## src/rtl/jacobi_sweep_ctrl_if.sv

```systemverilog
// Signal bundle between the Jacobi sweep sequencer and its angle unit / rotation engine.
// Handshakes: ang_req is held until the cycle ang_ack is seen; rot_start is a one-cycle pulse answered later by rot_done.
interface jacobi_sweep_ctrl_if #(
    parameter int N       = 4,
    parameter int SWEEP_W = 4
);
    localparam int IW = $clog2(N);

    logic               start;
    logic [SWEEP_W-1:0] num_sweeps;
    logic               busy;
    logic               done;
    logic [IW-1:0]      p_idx;
    logic [IW-1:0]      q_idx;
    logic [SWEEP_W-1:0] sweep_cnt;
    logic               ang_req;
    logic               ang_ack;
    logic               rot_start;
    logic               rot_done;
    logic               wb_en;

    modport master (
        output start, num_sweeps, ang_ack, rot_done,
        input  busy, done, p_idx, q_idx, sweep_cnt, ang_req, rot_start, wb_en
    );

    modport slave (
        input  start, num_sweeps, ang_ack, rot_done,
        output busy, done, p_idx, q_idx, sweep_cnt, ang_req, rot_start, wb_en
    );
endinterface

```

## src/rtl/jacobi_sweep_ctrl.sv

```systemverilog
// Jacobi sweep sequencer: walks the row-cyclic (p,q) pair order for a programmed number
// of sweeps, requesting an angle, a row rotation and a write-back for every pair.
module jacobi_sweep_ctrl #(
    parameter int N       = 4,
    parameter int SWEEP_W = 4
) (
    input  logic               clk,
    input  logic               rst_n,
    jacobi_sweep_ctrl_if.slave bus,
    output logic [2:0]         fsm_state
);
    localparam int IW    = $clog2(N);
    localparam int PAIRS = N * (N - 1) / 2;
    localparam int PCW   = $clog2(PAIRS);
    localparam logic [IW-1:0]  LAST_Q    = IW'(N - 1);
    localparam logic [PCW-1:0] LAST_PAIR = PCW'(PAIRS - 1);

    typedef enum logic [2:0] {IDLE, ANGLE, ROT, WAIT, WB, FIN} state_t;

    state_t             state;
    state_t             state_nx;
    logic [IW-1:0]      p_r;
    logic [IW-1:0]      q_r;
    logic [PCW-1:0]     pair_r;
    logic [SWEEP_W-1:0] sweep_r;
    logic [SWEEP_W-1:0] target_r;
    logic [SWEEP_W-1:0] sweep_inc;
    logic               sweep_end;

    assign sweep_end = (pair_r == LAST_PAIR);
    assign sweep_inc = sweep_r + 1'b1;

    always_comb begin
        state_nx = state;
        case (state)
            IDLE:    if (bus.start) state_nx = (bus.num_sweeps != '0) ? ANGLE : FIN;
            ANGLE:   if (bus.ang_ack) state_nx = ROT;
            ROT:     state_nx = WAIT;
            WAIT:    if (bus.rot_done) state_nx = WB;
            WB:      state_nx = (sweep_end && (sweep_inc == target_r)) ? FIN : ANGLE;
            FIN:     state_nx = IDLE;
            default: state_nx = IDLE;
        endcase
    end

    always_ff @(posedge clk or negedge rst_n) begin
        if (!rst_n) begin
            state    <= IDLE;
            p_r      <= '0;
            q_r      <= IW'(1);
            pair_r   <= '0;
            sweep_r  <= '0;
            target_r <= '0;
        end else begin
            state <= state_nx;
            if (state == IDLE && bus.start) begin
                target_r <= bus.num_sweeps;
                p_r      <= '0;
                q_r      <= IW'(1);
                pair_r   <= '0;
                sweep_r  <= '0;
            end else if (state == WB) begin
                // Pair indices only move here, so they stay put from ANGLE through WB.
                if (sweep_end) begin
                    p_r     <= '0;
                    q_r     <= IW'(1);
                    pair_r  <= '0;
                    sweep_r <= sweep_inc;
                end else begin
                    pair_r <= pair_r + 1'b1;
                    if (q_r == LAST_Q) begin
                        p_r <= p_r + 1'b1;
                        q_r <= p_r + IW'(2);
                    end else begin
                        q_r <= q_r + 1'b1;
                    end
                end
            end
        end
    end

    assign bus.busy      = (state != IDLE);
    assign bus.done      = (state == FIN);
    assign bus.ang_req   = (state == ANGLE);
    assign bus.rot_start = (state == ROT);
    assign bus.wb_en     = (state == WB);
    assign bus.p_idx     = p_r;
    assign bus.q_idx     = q_r;
    assign bus.sweep_cnt = sweep_r;
    assign fsm_state     = state;
endmodule

```

## src/flat_wrapper.sv

```systemverilog
// flat-port wrapper written by rule: the top's interface ports become plain ports
module jacobi_sweep_ctrl_flat 
#(
    parameter int N       = 4,
    parameter int SWEEP_W = 4
)
  (clk, rst_n, fsm_state, bus_start, bus_num_sweeps, bus_ang_ack, bus_rot_done, bus_busy, bus_done, bus_p_idx, bus_q_idx, bus_sweep_cnt, bus_ang_req, bus_rot_start, bus_wb_en);
  jacobi_sweep_ctrl_if #(.N(N), .SWEEP_W(SWEEP_W)) bus_i ();
  input  logic clk;
  input  logic rst_n;
  output logic [2:0] fsm_state;
  input wire logic [$bits(bus_i.start)-1:0] bus_start;
  input wire logic [$bits(bus_i.num_sweeps)-1:0] bus_num_sweeps;
  input wire logic [$bits(bus_i.ang_ack)-1:0] bus_ang_ack;
  input wire logic [$bits(bus_i.rot_done)-1:0] bus_rot_done;
  output wire logic [$bits(bus_i.busy)-1:0] bus_busy;
  output wire logic [$bits(bus_i.done)-1:0] bus_done;
  output wire logic [$bits(bus_i.p_idx)-1:0] bus_p_idx;
  output wire logic [$bits(bus_i.q_idx)-1:0] bus_q_idx;
  output wire logic [$bits(bus_i.sweep_cnt)-1:0] bus_sweep_cnt;
  output wire logic [$bits(bus_i.ang_req)-1:0] bus_ang_req;
  output wire logic [$bits(bus_i.rot_start)-1:0] bus_rot_start;
  output wire logic [$bits(bus_i.wb_en)-1:0] bus_wb_en;
  assign bus_i.start = bus_start;
  assign bus_i.num_sweeps = bus_num_sweeps;
  assign bus_i.ang_ack = bus_ang_ack;
  assign bus_i.rot_done = bus_rot_done;
  assign bus_busy = bus_i.busy;
  assign bus_done = bus_i.done;
  assign bus_p_idx = bus_i.p_idx;
  assign bus_q_idx = bus_i.q_idx;
  assign bus_sweep_cnt = bus_i.sweep_cnt;
  assign bus_ang_req = bus_i.ang_req;
  assign bus_rot_start = bus_i.rot_start;
  assign bus_wb_en = bus_i.wb_en;
  jacobi_sweep_ctrl #(.N(N), .SWEEP_W(SWEEP_W)) u_core (.clk(clk), .rst_n(rst_n), .bus(bus_i), .fsm_state(fsm_state));
endmodule
```

## config.mk

```make
export PLATFORM = sky130hd
export DESIGN_NAME = jacobi_sweep_ctrl_flat
export DESIGN_NICKNAME = d
export VERILOG_FILES = /design/src/rtl/jacobi_sweep_ctrl_if.sv /design/src/rtl/jacobi_sweep_ctrl.sv /design/src/flat_wrapper.sv
export SDC_FILE = /design/constraint.sdc
export NUM_CORES = 1
export LEC_CHECK = 0
export BUFFER_PORTS_ARGS = -buffer_cell sky130_fd_sc_hd__buf_2
export CORE_UTILIZATION = 30
export DETAILED_ROUTE_END_ITERATION = 12
export SYNTH_ARGS = -nofsm -noshare
export SYNTH_HDL_FRONTEND = slang
export SYNTH_SLANG_ARGS = --single-unit
```

## constraint.sdc

```tcl
create_clock -name clk -period 2 [get_ports clk]
set_input_delay 0.3 -clock clk [delete_from_list [all_inputs] [get_ports clk]]
set_output_delay 0.3 -clock clk [all_outputs]
set_load 0.05 [all_outputs]
```

==> reports/qor.csv <==
metric,value,unit
vias,857,
design.core.area,0.00313,mm2
antenna_cells,0,
critPathMaxStageDelay,490,ps
rows,20,
cts_root_buffer,clkbuf_4,
dp_cells,167,
drc,0,
initial_core_util,32.4,%
p_leak,0.573,nW
ys_ff_latch,18,
max-cap-violations,0,
grt_usage,12.9,%
worst_clock_skew,1.95,ps
yosysWarningCount,0,
setup_viol_count_final,0,
h-tree-depth,1,
ioPinCount,25,
synth.yosys.seq_area_share,44.5,%
synth_area,0.00101,mm2
numCtsBuffers,3,
gr-total-overflow,0,
place_hpwl,1520,um
first_global_vias,796,
viasPerCell,4.98,
tightest_slew,413,ps
dpl_cell_area,0.00118,mm2
path_buf_inv,2,
synth_nets,111,
end_kind,primary output,
detail-route-antenna-nets,0,
cts_sinks,18,
hold_class,in -> reg,
synthCells,100,
whs,247,ps
clock_latency,290,ps
synth-edff-count,0,
first_pass_iters,4,
power.density,1540,mW/mm2
finalHoldViolCount,0,
tritoncts,built,
relSlewSlack,72.5,%
die-area,0.00362,mm2
cts_buffer_depth,2,
wire_per_inst,12.0,um
wirelength,2060,um
async_flop_share,100,%
grt_pass1_wl,3470,um
period_minus_slack,1900,ps
status,"finished, final reports clean",
clk_pin_slew,100,ps
area_delta_synth_final,20.3,%
fp.dieH,60.2,um
cts_resized,0,
crit_path_cell_trace,or3b_4 -> inv_2 -> buf_2,
die_w,60.2,um
gp_congestion,0.760,
synthDistinctLibCells,40,
port_buffers,24,
avgSynthCellArea,10.1,um2
vdd_drop_max,0.000849,V
rsz0062_at_grt,false,
cp.required,1700,ps
period_share,94.8,%
fmax,527,MHz
synthFlopType,dfrtp_1,
path_class,reg -> out,
drt_iter0_drc,24,
cpLargestDelayFamily,simple AND/OR/NAND/NOR gates,
grt_max_degree,19,
critPathMaxFanout,12,
slowest_stage,or3b_4,
antenna_found_initial,0,
power.total,1.88,mW
drive_gt1_share,32.0,%
report.final.slew_viol_count,0,
startpoint_type,flop,
stdcell_area,0.00122,mm2
worstPathArrival,1600,ps
layout.cells.non_filler,172,
nets,140,
## logic make-up after synthesis
logic type                 after synthesis  share of synthesized area, %
and+or+nand+nor                         38                          22.8
AOI/OAI and AO/OA                       22                          13.4
DFF                                     18                          44.5
xor gates and xnor gates                 7                          6.04
buffers and inverters                    7                          4.19
muxes                                    6                          6.53
adders and majority gates                2                          2.47
## layout by cell type, fill, tap and decap left out, types with 2 or more instances in the layout
cell type / n
nand2_1: 8
nor3b_1: 4
a21oi_1: 6
xor2_1: 2
nor3_1: 5
clkbuf_4: 3
and3b_1: 2
o21ai_0: 5
a22o_1: 2
ha_1: 2
o22ai_1: 2
buf_2: 24
mux2_2: 5
xnor2_1: 5
buf_4: 4
nor2_1: 7
dfrtp_1: 17
## state kept, by name, indices dropped and copies added, names as in the netlist
name / flops
u_core.bus.sweep_cnt: 4
u_core.target_r: 4
u_core.fsm_state: 3
u_core.pair_r: 3
u_core.bus.p_idx: 2
u_core.bus.q_idx: 2
## worst paths after layout
kind | endpoint | slack, ps | cells past startpoint | start
worst min register to register | u_core.target_r[1] | 540 | 1 | u_core.target_r[1]
worst max register to register | u_core.fsm_state[2] | 410 | 4 | u_core.fsm_state[1]
min in group asynchronous | u_core.bus.p_idx[0] | 470 | 2 | rst_n
worst min-delay path | u_core.target_r[0] | 250 | 2 | bus_num_sweeps[0]
max in group asynchronous | u_core.bus.q_idx[0] | 1210 | 2 | rst_n
worst max-delay path | bus_wb_en | 100 | 3 | u_core.fsm_state[1]
## power by group
| part | switching, mW | internal [mW] | total (mW) |
|---|---|---|---|
| Combinational | 0.712 | 0.370 | 1.08 |
| Clock | 0.113 | 0.0775 | 0.191 |
| Sequential | 0.111 | 0.499 | 0.610 |
## cell usage after synthesis (all sizes together) (3+ instances only)
cell / n / area [um2]
dfrtp: 17 / 425
nand2: 8 / 30.0
nor2: 7 / 26.3
a21oi: 6 / 30.0
nor3: 6 / 41.3
o21ai: 6 / 30.0
mux2: 5 / 56.3
xnor2: 5 / 43.8
nor3b: 4 / 30.0
buf: 3 / 27.5
## layout make-up
type                            count  area (um2)
Tap cell                           44        55.1
Sequential cell                    18         452
Clock buffer                        4        26.3
Inverter                            2        7.51
Timing Repair Buffer               29         160
Fill cell                         328        1910
Multi-Input combinational cell     75         520
## worst register-to-register path: stages, from the launching register on
cell and delay (ps):
dfrtp_1 390, buf_4 180, or4_1 520, o31a_1 250, o31ai_1 170
## repair_timing
action | CTS | global route
hold buffers | 1 | 0
setup buffers | 0 | 0
endpoints found under the hold margin | 17 | 0
## stage by stage
step	utilization (%)	worst slack, ps	TNS, ps
3_5_place_dp	37.9	430	0
6_report	39.0	104	0
4_1_cts	39.0	86.7	0
5_1_grt	39.0	19.3	0
3_3_place_gp	37.9	439	0
2_1_floorplan	-	-464	-913
## layer usage
metal  part of all wire (%)  GRT usage, %
met1                     49          15.6
met2                     45          22.3
met3                    5.1          4.11
met4                   0.63          2.66
met5                      0             0
No activity file was read; power rests on OpenSTA's default activity.
